File: config.mk
export PLATFORM = sky130hd
export DESIGN_NAME = dmem_access_ctrl_flat
export DESIGN_NICKNAME = d
export VERILOG_FILES = /design/src/rtl/dmem_pkg.sv /design/src/rtl/dmem_access_ctrl_if.sv /design/src/rtl/dmem_lane_align.sv /design/src/rtl/dmem_access_ctrl.sv /design/src/flat_wrapper.sv
export SDC_FILE = /design/constraint.sdc
export NUM_CORES = 1
export LEC_CHECK = 0
export ABC_AREA = 1
export CELL_PAD_IN_SITES_DETAIL_PLACEMENT = 0
export CELL_PAD_IN_SITES_GLOBAL_PLACEMENT = 1
export CORE_MARGIN = 4
export CORE_UTILIZATION = 28
export DETAILED_ROUTE_END_ITERATION = 8
export PLACE_DENSITY_LB_ADDON = 0.1
export SLEW_MARGIN = 20
export SYNTH_ARGS = -nofsm -noshare
export SYNTH_HDL_FRONTEND = slang
export SYNTH_SLANG_ARGS = --single-unit
File: constraint.sdc
create_clock -name CLK -period 1.86 [get_ports CLK]
set_input_delay 0.186 -clock CLK [delete_from_list [all_inputs] [get_ports CLK]]
set_output_delay 0.186 -clock CLK [all_outputs]
set_load 0.1 [all_outputs]
File: src/rtl/dmem_pkg.sv
// Shared types and helpers for the data-memory access controller.
package dmem_pkg;

    localparam int D_WIDTH = 32;

    typedef enum logic [1:0] {
        SZ_BYTE = 2'b00,
        SZ_HALF = 2'b01,
        SZ_WORD = 2'b10,
        SZ_BAD  = 2'b11
    } size_t;

    typedef enum logic [1:0] {
        IDLE   = 2'b00,
        ACCESS = 2'b01,
        WRITE  = 2'b10,
        RESP   = 2'b11
    } state_t;

    // 1 when the size code is legal and the low address bits suit it.
    function automatic logic size_aligned(size_t size, logic [1:0] lo);
        case (size)
            SZ_BYTE: return 1'b1;
            SZ_HALF: return ~lo[0];
            SZ_WORD: return (lo == 2'b00);
            default: return 1'b0;
        endcase
    endfunction

endpackage

File: src/rtl/dmem_access_ctrl_if.sv
// Requester and data-memory buses of the access controller.
interface dmem_access_ctrl_if
    import dmem_pkg::*;
#(
    parameter int A_WIDTH = 28
);
    logic [1:0]                     req_valid;
    logic [1:0]                     req_ready;
    logic [1:0]                     req_we;
    logic [1:0][1:0]                req_size;
    logic [1:0]                     req_unsigned;
    logic [1:0][A_WIDTH-1:0]        req_addr;
    logic [1:0][D_WIDTH-1:0]        req_wdata;
    logic [1:0]                     resp_valid;
    logic                           resp_err;
    logic [D_WIDTH-1:0]             resp_rdata;
    logic [A_WIDTH-1:0]             mem_A;
    logic [D_WIDTH-1:0]             mem_WD;
    logic                           mem_WE;
    logic [D_WIDTH-1:0]             mem_RD;

    modport master (
        output req_valid, req_we, req_size, req_unsigned, req_addr, req_wdata, mem_RD,
        input  req_ready, resp_valid, resp_err, resp_rdata, mem_A, mem_WD, mem_WE
    );

    modport slave (
        input  req_valid, req_we, req_size, req_unsigned, req_addr, req_wdata, mem_RD,
        output req_ready, resp_valid, resp_err, resp_rdata, mem_A, mem_WD, mem_WE
    );
endinterface

File: src/rtl/dmem_lane_align.sv
// Big-endian lane handling: load extract/extend and sub-word store merge.
module dmem_lane_align
    import dmem_pkg::*;
(
    input  size_t              size,
    input  logic               uns,
    input  logic [1:0]         off,
    input  logic [D_WIDTH-1:0] rd,
    input  logic [15:0]        wdata,
    output logic [D_WIDTH-1:0] ld_data,
    output logic [D_WIDTH-1:0] merged
);
    logic [7:0]  bsel;
    logic [15:0] hsel;

    always_comb begin
        case (off)
            2'd0:    bsel = rd[31:24];
            2'd1:    bsel = rd[23:16];
            2'd2:    bsel = rd[15:8];
            default: bsel = rd[7:0];
        endcase
        hsel    = off[1] ? rd[15:0] : rd[31:16];
        ld_data = rd;
        merged  = rd;
        case (size)
            SZ_BYTE: begin
                ld_data = {{24{bsel[7] & ~uns}}, bsel};
                case (off)
                    2'd0:    merged[31:24] = wdata[7:0];
                    2'd1:    merged[23:16] = wdata[7:0];
                    2'd2:    merged[15:8]  = wdata[7:0];
                    default: merged[7:0]   = wdata[7:0];
                endcase
            end
            SZ_HALF: begin
                ld_data = {{16{hsel[15] & ~uns}}, hsel};
                if (off[1]) merged[15:0]  = wdata;
                else        merged[31:16] = wdata;
            end
            default: ;
        endcase
    end
endmodule

File: src/rtl/dmem_access_ctrl.sv
// Two-port round-robin sequencer for the big-endian word-wide data memory.
//   state  | meaning
//   IDLE   | waiting for a request; req_ready asserted for the granted port
//   ACCESS | memory addressed; load captured, word store written, or merge built
//   WRITE  | merged sub-word store written back
//   RESP   | one-cycle response strobe to the last granted port
module dmem_access_ctrl
    import dmem_pkg::*;
#(
    parameter int A_WIDTH = 28
) (
    input  logic              CLK,
    input  logic              RST_N,
    dmem_access_ctrl_if.slave bus
);
    state_t             state, state_nx;
    logic               last_gnt, gnt, grant;
    logic               lat_we, lat_uns;
    size_t              lat_size;
    logic [A_WIDTH-1:0] lat_addr;
    logic [15:0]        lat_wdata;
    logic [D_WIDTH-1:0] mem_wd_q, rdata_q, ld_data, st_merged;
    logic               err_q, aligned, sub_store, we;
    logic [1:0]         ready, rvalid;

    assign aligned   = size_aligned(lat_size, lat_addr[1:0]);
    assign sub_store = lat_we && (lat_size != SZ_WORD);

    always_comb begin
        grant = 1'b0;
        gnt   = 1'b0;
        if (state == IDLE) begin
            case (bus.req_valid)
                2'b01:   grant = 1'b1;
                2'b10:   begin grant = 1'b1; gnt = 1'b1; end
                2'b11:   begin grant = 1'b1; gnt = ~last_gnt; end
                default: ;
            endcase
        end
    end

    // mem_WE depends only on registered state, so async reset kills it at once.
    always_comb begin
        state_nx = state;
        ready    = '0;
        rvalid   = '0;
        we       = 1'b0;
        case (state)
            IDLE: begin
                if (grant) begin
                    ready[gnt] = 1'b1;
                    state_nx   = ACCESS;
                end
            end
            ACCESS: begin
                state_nx = RESP;
                if (aligned && sub_store) state_nx = WRITE;
                else if (aligned && lat_we) we = 1'b1;
            end
            WRITE: begin
                we       = 1'b1;
                state_nx = RESP;
            end
            RESP: begin
                rvalid[last_gnt] = 1'b1;
                state_nx         = IDLE;
            end
            default: state_nx = IDLE;
        endcase
    end

    always_ff @(posedge CLK or negedge RST_N) begin
        if (!RST_N) state <= IDLE;
        else        state <= state_nx;
    end

    always_ff @(posedge CLK or negedge RST_N) begin
        if (!RST_N) begin
            last_gnt  <= 1'b1;
            lat_we    <= 1'b0;
            lat_uns   <= 1'b0;
            lat_size  <= SZ_BYTE;
            lat_addr  <= '0;
            lat_wdata <= '0;
        end else if (grant) begin
            last_gnt  <= gnt;
            lat_we    <= bus.req_we[gnt];
            lat_uns   <= bus.req_unsigned[gnt];
            lat_size  <= size_t'(bus.req_size[gnt]);
            lat_addr  <= bus.req_addr[gnt];
            lat_wdata <= bus.req_wdata[gnt][15:0];
        end
    end

    always_ff @(posedge CLK or negedge RST_N) begin
        if (!RST_N) begin
            mem_wd_q <= '0;
            rdata_q  <= '0;
            err_q    <= 1'b0;
        end else begin
            if (grant && bus.req_we[gnt] && (size_t'(bus.req_size[gnt]) == SZ_WORD))
                mem_wd_q <= bus.req_wdata[gnt];
            if (state == ACCESS) begin
                if (aligned && sub_store) mem_wd_q <= st_merged;
                err_q   <= ~aligned;
                rdata_q <= (aligned && !lat_we) ? ld_data : '0;
            end
        end
    end

    dmem_lane_align u_lane (
        .size    (lat_size),
        .uns     (lat_uns),
        .off     (lat_addr[1:0]),
        .rd      (bus.mem_RD),
        .wdata   (lat_wdata),
        .ld_data (ld_data),
        .merged  (st_merged)
    );

    assign bus.req_ready  = ready;
    assign bus.resp_valid = rvalid;
    assign bus.resp_err   = err_q;
    assign bus.resp_rdata = rdata_q;
    assign bus.mem_A      = {lat_addr[A_WIDTH-1:2], 2'b00};
    assign bus.mem_WD     = mem_wd_q;
    assign bus.mem_WE     = we;
endmodule

File: src/flat_wrapper.sv
// flat-port wrapper written by rule: the top's interface ports become plain ports
module dmem_access_ctrl_flat import dmem_pkg::*;
#(
    parameter int A_WIDTH = 28
)
  (CLK, RST_N, bus_req_valid, bus_req_we, bus_req_size, bus_req_unsigned, bus_req_addr, bus_req_wdata, bus_mem_RD, bus_req_ready, bus_resp_valid, bus_resp_err, bus_resp_rdata, bus_mem_A, bus_mem_WD, bus_mem_WE);
  dmem_access_ctrl_if #(.A_WIDTH(A_WIDTH)) bus_i ();
  input  logic CLK;
  input  logic RST_N;
  input wire logic [$bits(bus_i.req_valid)-1:0] bus_req_valid;
  input wire logic [$bits(bus_i.req_we)-1:0] bus_req_we;
  input wire logic [$bits(bus_i.req_size)-1:0] bus_req_size;
  input wire logic [$bits(bus_i.req_unsigned)-1:0] bus_req_unsigned;
  input wire logic [$bits(bus_i.req_addr)-1:0] bus_req_addr;
  input wire logic [$bits(bus_i.req_wdata)-1:0] bus_req_wdata;
  input wire logic [$bits(bus_i.mem_RD)-1:0] bus_mem_RD;
  output wire logic [$bits(bus_i.req_ready)-1:0] bus_req_ready;
  output wire logic [$bits(bus_i.resp_valid)-1:0] bus_resp_valid;
  output wire logic [$bits(bus_i.resp_err)-1:0] bus_resp_err;
  output wire logic [$bits(bus_i.resp_rdata)-1:0] bus_resp_rdata;
  output wire logic [$bits(bus_i.mem_A)-1:0] bus_mem_A;
  output wire logic [$bits(bus_i.mem_WD)-1:0] bus_mem_WD;
  output wire logic [$bits(bus_i.mem_WE)-1:0] bus_mem_WE;
  assign bus_i.req_valid = bus_req_valid;
  assign bus_i.req_we = bus_req_we;
  assign bus_i.req_size = bus_req_size;
  assign bus_i.req_unsigned = bus_req_unsigned;
  assign bus_i.req_addr = bus_req_addr;
  assign bus_i.req_wdata = bus_req_wdata;
  assign bus_i.mem_RD = bus_mem_RD;
  assign bus_req_ready = bus_i.req_ready;
  assign bus_resp_valid = bus_i.resp_valid;
  assign bus_resp_err = bus_i.resp_err;
  assign bus_resp_rdata = bus_i.resp_rdata;
  assign bus_mem_A = bus_i.mem_A;
  assign bus_mem_WD = bus_i.mem_WD;
  assign bus_mem_WE = bus_i.mem_WE;
  dmem_access_ctrl #(.A_WIDTH(A_WIDTH)) u_core (.CLK(CLK), .RST_N(RST_N), .bus(bus_i));
endmodule
# After elaboration in Yosys (flattened, before gate mapping)
# Cells that the tools add are included.
[totals]
romBits = 0
in_bits = 164
latchBits = 0
ramBits = 0
word_cells = 89
reg_bits = 116
n_memories = 0
out_inout_bits = 98
[op_classes]
n_div = 0
add_sub_neg = 0
n_mux = 42
n_eq_ne = 13
order_cmp = 4
n_shift = 0
multipliers = 0
bitwise_logic = 6
n_reduce_logical = 14
[op_table]
columns = ["op", "n"]
rows = [
  ["two-way mux 32 bit", 6],
  ["one-hot mux 32 bit (2 select lines)", 2],
  ["two-way mux 28 bit", 2],
  ["two-way mux 16 bit", 3],
  ["two-way mux 8 bit", 4],
  ["one-hot mux 8 bit (3 select lines)", 1],
  ["== test 2 bit, second input constant", 7],
  ["two-way mux 1 bit", 12],
  ["two-way mux 2 bit", 6],
  ["== test 2 x 1 -> 1 bit, second input constant", 4],
  ["logical AND 1 bit", 8],
  ["one-hot mux 2 bit (4 select lines)", 1],
  ["logical NOT 2 bit", 3],
  ["OR reduction 3 bit", 2],
  ["less-than comparator 1 x 2 -> 1 bit, second input constant", 2],
  ["inverter 1 bit", 4],
  ["one-hot mux 1 bit (2 select lines)", 2],
  ["one-hot mux 1 bit (3 select lines)", 1],
  ["AND 1 bit", 2],
  ["demux 1 bit (select 1 bit)", 2],
  [">= comparator 1 bit, second input constant", 2],
  ["!= test 2 x 1 -> 1 bit, second input constant", 1],
  ["!= test 2 bit, second input constant", 1],
  ["logical NOT 1 bit", 1],
]

# Depth between registers and ports, before layout
# Gate-level depths: netlist (run 1).
[depth]
word_depth = 10
depth_mapped = 14
depth_no_buf = 13

# Hierarchy
# Synthesis (run 1) repeated with hierarchy kept, for this count alone.
[hier_totals]
cells_unflattened = 1181
hier_area_um2 = 7832.5
[modules_own_cells]
columns = ["module", "area_per_inst_um2", "seq_area_each_um2", "cells_each", "instances"]
rows = [
  ["dmem_access_ctrl", 5945.7, 2904.0, 789, 1],
  ["dmem_lane_align", 1886.8, 0.0, 392, 1],
]

# Worst setup path after synthesis (run 1)
# Ideal clock, no wire load.
[synth_timing]
kind = "register to output"
startpoint = "register u_core.state[0]"
endpoint = "output port bus_req_ready[0]"
path_slack_ns = -1.160
n_path_buf = 2
arrival_time_ns = 2.834
stages_incl_launch_ff = 10
t_required_ns = 1.674
cell_sequence = "dfrtp_1 -> inv_1 -> ha_1 -> nand2_1 -> clkinv_1 -> nand2_2 -> inv_1 -> buf_2 -> buf_2 -> nor2_1"
[synth_via]
elab_chain_cells = 8
word_cells_on_any_way = 10
classes_between = "order compare (2); mux (6); reduce/logical (2)"
[synth_rtl]
columns = ["item", "line", "source"]
rows = [
  ["start, declared", "dmem_access_ctrl.sv:16", "state_t state, state_nx;"],
  ["start signal, assigned", "dmem_access_ctrl.sv:74", "else state <= state_nx;"],
  ["logical NOT 2 bit *", "dmem_access_ctrl.sv:32, dmem_access_ctrl.sv:48", ""],
  ["two-way mux 1 bit", "dmem_access_ctrl.sv:32", "if (state == IDLE) begin"],
  ["less-than comparator 1 x 2 -> 1 bit (not written as such) or >= comparator 1 bit (tied branches)", "dmem_access_ctrl.sv:51", "ready[gnt] = 1'b1;"],
  ["logical AND 1 bit (not written as such)", "dmem_access_ctrl.sv:51", ""],
  ["two-way mux 1 bit (not written as such)", "dmem_access_ctrl.sv:51", ""],
  ["demux 1 bit (select 1 bit)", "n/a", ""],
  ["two-way mux 2 bit", "dmem_access_ctrl.sv:50", "if (grant) begin"],
  ["two-way mux 2 bit *", "dmem_access_ctrl.sv:48", "case (state)"],
  ["end, declared", "flat_wrapper.sv:17", "output wire logic [$bits(bus_i.req_ready)-1:0] bus_req_ready;"],
]
# Every way passes the cells marked *; elsewhere a longest branch is shown, timed or not.

# Final worst setup path (run 1)
[layout_timing]
startpoint = "register u_core.state[1]"
endpoint = "register u_core.mem_wd_q[17] (netlist: u_core.bus.mem_WD[17])"
[layout_via]
elab_chain_cells = 9
word_cells_on_any_way = 16
classes_between = "eq/ne (2); mux (11); reduce/logical (3)"
[layout_rtl]
columns = ["item", "line", "source"]
rows = [
  ["logical NOT 2 bit", "dmem_access_ctrl.sv:32", ""],
  ["two-way mux 1 bit", "dmem_access_ctrl.sv:32", ""],
  ["two-way mux 2 bit (not written as such) or two-way mux 1 bit (tied branches) (2 in series)", "dmem_access_ctrl.sv:101", "if (grant && bus.req_we[gnt] && (size_t'(bus.req_size[gnt]) == SZ_WORD))"],
  ["== test 2 bit or logical AND 1 bit (tied branches)", "dmem_access_ctrl.sv:101", ""],
  ["logical AND 1 bit", "dmem_access_ctrl.sv:101", ""],
  ["two-way mux 32 bit", "dmem_access_ctrl.sv:101", ""],
  ["two-way mux 32 bit", "dmem_access_ctrl.sv:104", "if (aligned && sub_store) mem_wd_q <= st_merged;"],
  ["two-way mux 32 bit *", "dmem_access_ctrl.sv:103", "if (state == ACCESS) begin"],
  ["end signal, assigned", "dmem_access_ctrl.sv:102", "mem_wd_q <= bus.req_wdata[gnt];"],
  ["end signal, assigned", "dmem_access_ctrl.sv:104", ""],
  ["end, declared", "dmem_access_ctrl.sv:22", "logic [D_WIDTH-1:0] mem_wd_q, rdata_q, ld_data, st_merged;"],
]
# Every way passes the cells marked *; elsewhere a longest branch is shown, timed or not. The select of a mux whose other input is x is not followed.
# A chain may end at the register's enable or synchronous reset.

==> metrics, run 1 <==
outcome finished with violations; failing checks setup timing; global-route wire length before repair 44300 um; flop2flop setup slack -0.12 ns; Die Height approximately 170 um; setup ws final -0.121 ns; CTS Buf Count 17; HPWL Detailed 21700 um; Final GP Congestion about 0.9; largest net degree at the start of global routing 44; overall routing resource usage 0.200; Compound-Gate Fraction of Synth Area 0.185; simple-gate portion of the synthesized area 0.278; Rel. slew slack 0.618; Synth top area share 0.406; minimum clock period just under 2 ns; top cells by area, synth dfrtp_1 41%, nand2_1 18%, o21ai_0 11%; area of the core between 20000 and 25000 sq um; CTS Root Cell clkbuf_16; Final Hold Vio Count 0; total wire length 28500 um; Sequential Area around 2900 sq um; Post-synth EDFFs 0; Final Power around 24 mW; Via Count ~7700; Yosys reg bits about 120; Layout area overhead 59.9%; CTS H-tree lvls 4; GRT Residual Overflow 0; reg-to-reg critical path endpoint u_core.bus.mem_WD[17]; Final Setup Violations 35; clock buffer depth 2; Post-Synth Adder-Cell Area 0.00706; Site Rows 57; register area share after synthesis 0.410; CTS tree yes; WL per Instance 17.2 um; worst slack at placement -0.203 ns; Commonest cells post-synth 331 x nand2_1, 157 x o21ai_0, 115 x dfrtp_1; Clock Latency Late Sink between 0.4 and 0.5 ns; Max FO, Critical Path 5; slew at the pin closest to its max-slew limit about 0.57 ns; DIE AREA 27900 sq um; share of cells above drive strength 1 0.228; mux contribution to synthesized area 0; Post-route DRC 0; crit end category register; WP data arrival between 2 and 2.5 ns; cell count after synthesis around 1000; FFs w/ async S/R, synth 1.00; DR vias/cell roughly 4.6; worst r2r src u_core.state[1]; worst path required time approximately 2.2 ns; Top FF cell, synth dfrtp_1; CTS clock-pin slew for the worst setup and hold paths 0.06 ns; area leader, netlist dfrtp_1; largest family of logic cells by synthesized area simple AND/OR/NAND/NOR gates; antenna violations before repair 0; crit path kind reg2reg; VDD IR max approximately 1.4 mV; num ports 262; Power Dens Cells 2140 nW/um^2; fin. max-slew vios 0; crit share post-route 1.07; Mapped Area just over 7000 sq um; fin util 0.461; syn_area_per_cell 6.90 sq um; Worst Reg2Reg Path Length in Cells 16; clock sinks approximately 120; fin nets 1490; XOR/XNOR Fraction of Synth Area 0; area of the multi-input gates about 3600 sq um; Initial DRC Count around 360; Ys Warns 0; leakage 5.61 nW; Die Wd 167 um; RSZ-0062 raised after global routing true; count leader, synth nand2_1; # diodes 0; drt first pass iters 5; DRT antenna net count 0; max frequency about 500 MHz; MaxCap Viol Count 0; post-synth cell types 34; # fillers approximately 2600; initial core utilization 0.288; vias in the first global route a little under 8000; Clock Skew roughly 0.0083 ns; CP Launch Type register; HP Class in2async; IO Port Bufs around 260
[area by class of cell]
class                           instances  area share
Sequential cell                       116       0.256
Timing Repair Buffer                  360       0.304
Tap cell                              324      0.0358
Inverter                               98      0.0331
Clock buffer                           23      0.0413
Multi-Input combinational cell        729       0.316
Clock inverter                          9      0.0135
[timing repair]
action	CTS	global route
pin swaps	22	23
setup buffers	11	5
resized for setup	54	61
hold endpoints to repair	115	0
gates cloned	4	1
endpoints found under the setup margin	35	74
hold buffers	1	0
[worst max-delay path by stage]
stage	slack, ns	from	depth (start not counted)	endpoint
final	-0.12	u_core.state[1]	16	u_core.bus.mem_WD[17]
after global routing	-0.24	u_core.state[1]	15	u_core.bus.mem_WD[26]
after CTS	-0.19	u_core.state[0]	10	bus_req_ready[0]
after detailed placement	-0.20	bus_req_valid[1]	14	u_core.bus.mem_WD[13]
after global placement	-0.18	bus_req_valid[1]	14	u_core.bus.mem_WD[13]
after floorplan	-0.13	u_core.state[0]	9	bus_req_ready[0]
[layer usage]
| metal | up-vias | routed length, um | global-route usage |
|---|---|---|---|
| met5 | - | 0 | 0 |
| met3 | 26 | 1960 | 0.0545 |
| li1 | 3900 | - | - |
| met4 | 0 | 415 | 0.0462 |
| met1 | 3541 | 12300 | 0.255 |
| met2 | 245 | 13800 | 0.341 |
[flip-flops by register name, indices dropped and copies added (netlist names)]
signal                 cells
u_core.lat_we              1
u_core.bus.resp_err        1
u_core.lat_uns             1
u_core.last_gnt            1
u_core.state               2
u_core.bus.mem_WD         32
u_core.lat_wdata          16
u_core.lat_addr           28
u_core.lat_size            2
u_core.bus.resp_rdata     32
[stage by stage]
step                instance area, sq um  instances  TNS [ns]  hold slack, ns
detailed placement                 10200       1605     -4.68        -0.00823
global route                       11300       1659     -6.71           0.103
global placement                   10200       1605     -4.06        -0.00725
finish                             11300       1659     -2.88          0.0973
floorplan                           7130       1029    -0.126          -0.110
CTS                                11200       1653     -5.12          0.0830
[kinds of logic after synthesis]
family | count (synthesis)
simple gates | 478
compound gates | 245
buf+inv | 184
flops | 116
fa+ha+maj | 4
other cells | 1
[placed cells by master, fill, tap and decap left out, types with 3 or more instances in the layout]
master             n
a21oi_1           35
buf_12            16
buf_16             4
buf_4            167
buf_6              7
bufinv_16          4
clkbuf_1           4
clkbuf_16         18
clkdlybuf4s50_1  162
clkinvlp_4         3
dfrtp_1          112
dfrtp_2            3
inv_1             87
inv_2              8
inv_4              3
nand2_1          308
nand2_2           20
nand2_4            7
nand3_1           58
nand3_2           11
nand3b_1           5
nand4_1            3
nor2_1            49
nor2_2             4
nor2_4             5
o2111ai_1          3
o211ai_1          11
o21ai_0          125
o21ai_1           40
o21ai_2            6
o221ai_1           3
o22ai_1           15
or2_2              7
[power breakdown]
group / switching, mW / internal (mW)
registers: 0.826 / 3.69
logic: 11.6 / 4.62
clock network: 1.22 / 2.31
[worst max-delay path, stage by stage, from the launching register on]
cell	delay, ns
dfrtp_1	0.39
inv_2	0.09
ha_4	0.15
nand2_4	0.05
inv_4	0.06
nand2_4	0.05
buf_6	0.12
buf_6	0.12
nand2_2	0.05
nand2_2	0.06
nor2_4	0.19
nand2_4	0.09
buf_12	0.14
buf_16	0.13
nand2_2	0.04
nand3_1	0.06
o21ai_1	0.10
Power figures use the tool's default switching activity.
==> inputs of run 2 (changes only) <==
Settings changed: CORE_UTILIZATION 28 to 30, RECOVER_POWER set to 50.
Clock period 1.86 ns to 2.55 ns, I/O delays scaled along.
==> metrics, run 2 (synthesis gave the netlist of run 1 again) <==
outcome finished, final reports clean; CTS tree yes; total wire length between 20000 and 30000 um; area of the core between 20000 and 25000 sq um; share of cells above drive strength 1 0.103; crit share post-route 0.933; Die Wd 162 um; leakage slightly below 5 nW; Comb pwr share 0.653; Max FO, Critical Path 37; part of the power in registers 0.207; cell mode on critical path inv_1; Cell Int Power 6.28 mW; IO Port Bufs around 260; # diodes 0; CP Cell Sequence inv_1 > ha_1 > inv_1 > nor2_2 > buf_4 > inv_2 > nor2_4 > buf_12; Rel. slew slack 0.179; RSZ-0062 raised after global routing false; drt first pass iters 5; vias in the first global route about 7500; Power Dens Cells about 1600 nW/um^2; largest net degree at the start of global routing 66; worst r2r src u_core.lat_addr[0]; Layout area overhead 41.4%; flop2flop setup slack 0.27 ns; fin nets 1417; overall routing resource usage 0.204; Setup TNS Final 0 ns; sw power roughly 9.5 mW; clock buffer depth 2; DIE AREA 26200 sq um; VDD IR max around 0.82 mV; minimum clock period 2.38 ns; reg-to-reg critical path endpoint u_core.bus.mem_WD[4]; fin. max-slew vios 0; post-CTS sizing 0; most frequent cells in the layout 331 x nand2_1, 162 x clkdlybuf4s50_1, 157 x o21ai_0, 115 x dfrtp_1, 92 x inv_1; post-CTS setup buffers 0; Die Height around 160 um; max frequency around 420 MHz; crit end category primary output; WP data arrival 2.12 ns; global-route wire length before repair approximately 42000 um; clock sinks approximately 120; CTS H-tree lvls 4; Site Rows 55; crit path kind reg2out; # fillers between 2000 and 2500; GRT Residual Overflow 0; CTS Root Cell clkbuf_16; clock power share 0.140; DR vias/cell approximately 4.7; initial core utilization 0.309; Via Count roughly 7400; Sequential Area about 2900 sq um; Critical-path top delay cell dfrtp_1; Clock Skew ~0.0078 ns; Initial DRC Count ~400; CTS Buf Count 17; Final Hold Vio Count 0; CTS clock-pin slew for the worst setup and hold paths approximately 0.05 ns; WL per Instance between 15 and 20 um; HP Class in2async; Worst Reg2Reg Path Length in Cells 8; HPWL Detailed approximately 20000 um; Final Setup Violations 0; slew at the pin closest to its max-slew limit about 1.2 ns; antenna violations before repair 0; Clock Latency Late Sink about 0.42 ns; commonest non-fill, non-tap cell in the layout nand2_1; Final Power 15.8 mW; num ports 262; max incr delay on CP approximately 0.41 ns; MaxCap Viol Count 0; area of the multi-input gates ~3400 sq um; Final GP Congestion 0.962; Sw Ratio 0.602; CP Launch Type register; DRT antenna net count 0; worst path required time 2.30 ns; Post-route DRC 0
## run 2: worst max-delay path by stage
stage	startpoint	endpoint	cells past startpoint
after floorplan	u_core.lat_addr[1]	bus_mem_WE	5
after global placement	bus_req_valid[1]	u_core.bus.mem_WD[25]	13
after detailed placement	u_core.lat_addr[0]	u_core.bus.mem_WD[4]	8
after CTS	u_core.state[0]	bus_req_ready[0]	8
after global routing	u_core.state[1]	bus_req_ready[0]	8
final	u_core.state[1]	bus_req_ready[0]	8
## run 2: worst max-delay path: cells and delay by family (launching register included)
family | cells | cell delay [ns]
buffers and inverters | 5 | 0.85
DFF | 1 | 0.41
and+or+nand+nor | 2 | 0.24
adders and majority gates | 1 | 0.20
## run 2: area by class of cell
class	instances	area share
tap	313	0.0391
inverter	98	0.0367
clock buffer	25	0.0514
timing repair buffer	287	0.246
multi-input combinational	729	0.335
clock inverter	4	0.00225
sequential	116	0.290
## run 2: power by group through the flow
| stage | clock, mW | sequential, mW | combinational (mW) |
|---|---|---|---|
| floorplan | 0 | 6.06 | 5.29 |
| global placement | 0 | 3.26 | 10.6 |
| detailed placement | 0 | 3.28 | 10.6 |
| CTS | 2.27 | 3.27 | 10.7 |
| global route | 2.34 | 3.38 | 11.1 |
| finish | 2.21 | 3.26 | 10.3 |
## run 2: per-layer routing
metal | up-vias | wire (um) | share of wire | GRT usage
met1 | 3363 | 11900 | 0.44 | 0.265
met5 | - | 0 | 0 | 0
met3 | 27 | 1850 | 0.069 | 0.0558
met2 | 222 | 12800 | 0.48 | 0.340
li1 | 3745 | - | - | -
met4 | 0 | 365 | 0.014 | 0.0484
## run 2: metrics by stage
stage	hold WS [ns]	util	instances	cell area, sq um	setup WS (ns)
after global placement	0.114	0.422	1542	9680	0.467
after detailed placement	0.113	0.422	1542	9680	0.377
after CTS	0.236	0.446	1572	10200	0.140
final	0.376	0.437	1572	10000	0.171
after floorplan	-0.0406	-	1029	7100	0.142
after global routing	0.408	0.437	1572	10000	0.0161
## run 2: timing repair
item | 4_1_cts | 5_1_grt
endpoints found under the setup margin | 0 | 0
hold buffers | 1 | 0
hold endpoints to repair | 51 | 0
==> inputs of run 3 (changes only) <==
Settings changed: REMOVE_ABC_BUFFERS set to 1.
==> metrics, run 3 (synthesis gave the netlist of run 1 again) <==
Die Height around 160 um; Die Wd 162 um; area of the core 22900 sq um; drt first pass iters 5; Post-route DRC 0; Hold Slack ~0.44 ns; Initial DRC Count between 300 and 400; Rel. slew slack 0.155; Placed Area a little under 10000 sq um; design area around 10000 sq um; Final Setup Violations 0; Comb pwr share 0.631; Worst path depth 9; Site Rows 55; max frequency approximately 420 MHz; CTS clock-pin slew for the worst setup and hold paths 0.06 ns; fin. max-slew vios 0; Worst Reg2Reg Path Length in Cells 5; Sw Ratio 0.590; Via Count 7417; Final Power 16.2 mW; share of cells above drive strength 1 0.105; Bufs and invs on worst path 5; cell mode on critical path buf_12; Final GP Congestion a little under 0.9; clock buffer depth 2; largest net degree at the start of global routing 63; minimum clock period 2.37 ns; Layout area overhead 42.9%; clock sinks about 120; cell family with most CP delay buffers and inverters; num ports approximately 260; IO Port Bufs between 200 and 300; Metal-1 WL ~12000 um; most frequent cells in the layout 331 x nand2_1, 162 x clkdlybuf4s50_1, 157 x o21ai_0, 115 x dfrtp_1, 92 x inv_1; top sig layer met5; Max FO, Critical Path 23; part of the power in registers 0.204; HPWL Detailed between 20000 and 25000 um; GRT Residual Overflow 0; CP Launch Type register; RSZ-0062 raised after global routing false; global-route wire length before repair 42700 um; DRT antenna net count 0; setup ws final approximately 0.18 ns; Power Dens Cells between 1500 and 2000 nW/um^2; commonest non-fill, non-tap cell in the layout nand2_1; CTS Root Cell clkbuf_16; HP Class in2reg; antenna violations before repair 2; CTS H-tree lvls 4; vias in the first global route 7681; Clock Skew between 0.01 and 0.015 ns; max incr delay on CP roughly 0.38 ns; Clock Latency Late Sink around 0.42 ns; Critical-path top delay cell dfrtp_1; Cell Int Power around 6.6 mW; CTS Buf Count 17; WL per Instance 17.3 um; VDD IR max approximately 1 mV; DR vias/cell 4.72; outcome finished, final reports clean; initial core utilization 0.309; crit end category primary output; overall routing resource usage 0.209; met3 wire len 1800 um; flop2flop setup slack around 0.37 ns; fin util 0.442; placed cell count 1540; DIE AREA 26200 sq um; reg-to-reg critical path endpoint u_core.bus.resp_rdata[19]; Critical Path Sink bus_req_ready[0]; Detail Route met2 WL roughly 13000 um; crit path kind reg2out; worst r2r src u_core.lat_size[1]; fin nets 1415; Final Hold Vio Count 0; CTS tree yes; crit share post-route 0.930; Setup TNS Final 0 ns; WP data arrival about 2.1 ns; Worst setup startpoint u_core.state[0]; CP Cell Sequence inv_1 > ha_1 > nand2_1 > clkinv_1 > nand2_2 > inv_4 > buf_12 > nor2_2 > buf_12; non-filler instance count after layout between 1500 and 2000; clock power share 0.165; # diodes 0; worst slack at placement between 0.2 and 0.3 ns; MaxCap Viol Count 0; slew at the pin closest to its max-slew limit approximately 1.3 ns; leakage slightly below 5 nW; sw power 9.57 mW; worst path required time 2.30 ns; total wire length ~27000 um
[run 3: final cells by class]
class	count	area, sq um
fill	2475	12800
clock inverter	13	205
clock buffer	19	443
timing repair buffer	285	2460
multi-input combinational	729	3350
inverter	98	370
sequential	116	2900
tap	313	392
[run 3: power groups by stage]
stage	Clock, mW	Combinational [mW]	Sequential (mW)
final	2.68	10.2	3.31
after global routing	2.82	11.0	3.43
after CTS	2.73	10.6	3.33
after detailed placement	0	10.6	3.34
after global placement	0	10.6	3.34
after floorplan	0	3.15	7.64
[run 3: timing repair]
action,in CTS,in global routing
hold endpoints to repair,16,0
setup endpoints to repair,0,2
hold buffers,1,0
setup buffers,0,0
gates resized for setup,0,3
[run 3: how the worst min path moves through the flow]
stage,from,end,slack [ns],depth (start not counted)
5_1_grt,bus_req_addr[20],u_core.lat_addr[20],0.43,3
2_1_floorplan,RST_N,u_core.bus.mem_WD[0],-0.04,0
3_5_place_dp,RST_N,u_core.lat_addr[8],0.16,1
6_report,bus_req_addr[26],u_core.lat_addr[26],0.44,3
3_3_place_gp,RST_N,u_core.lat_addr[8],0.17,1
4_1_cts,RST_N,u_core.lat_addr[8],0.24,2
[run 3: worst register-to-register path: cells and delay by family (launching register included)]
family	cells	cell delay, ns
simple gates	5	1.64
flops	1	0.49
[run 3: layer usage]
metal | global-route usage | up-vias
li1 | - | 3735
met1 | 0.264 | 3425
met2 | 0.360 | 226
met3 | 0.0540 | 27
met4 | 0.0484 | 4
met5 | 0 | -
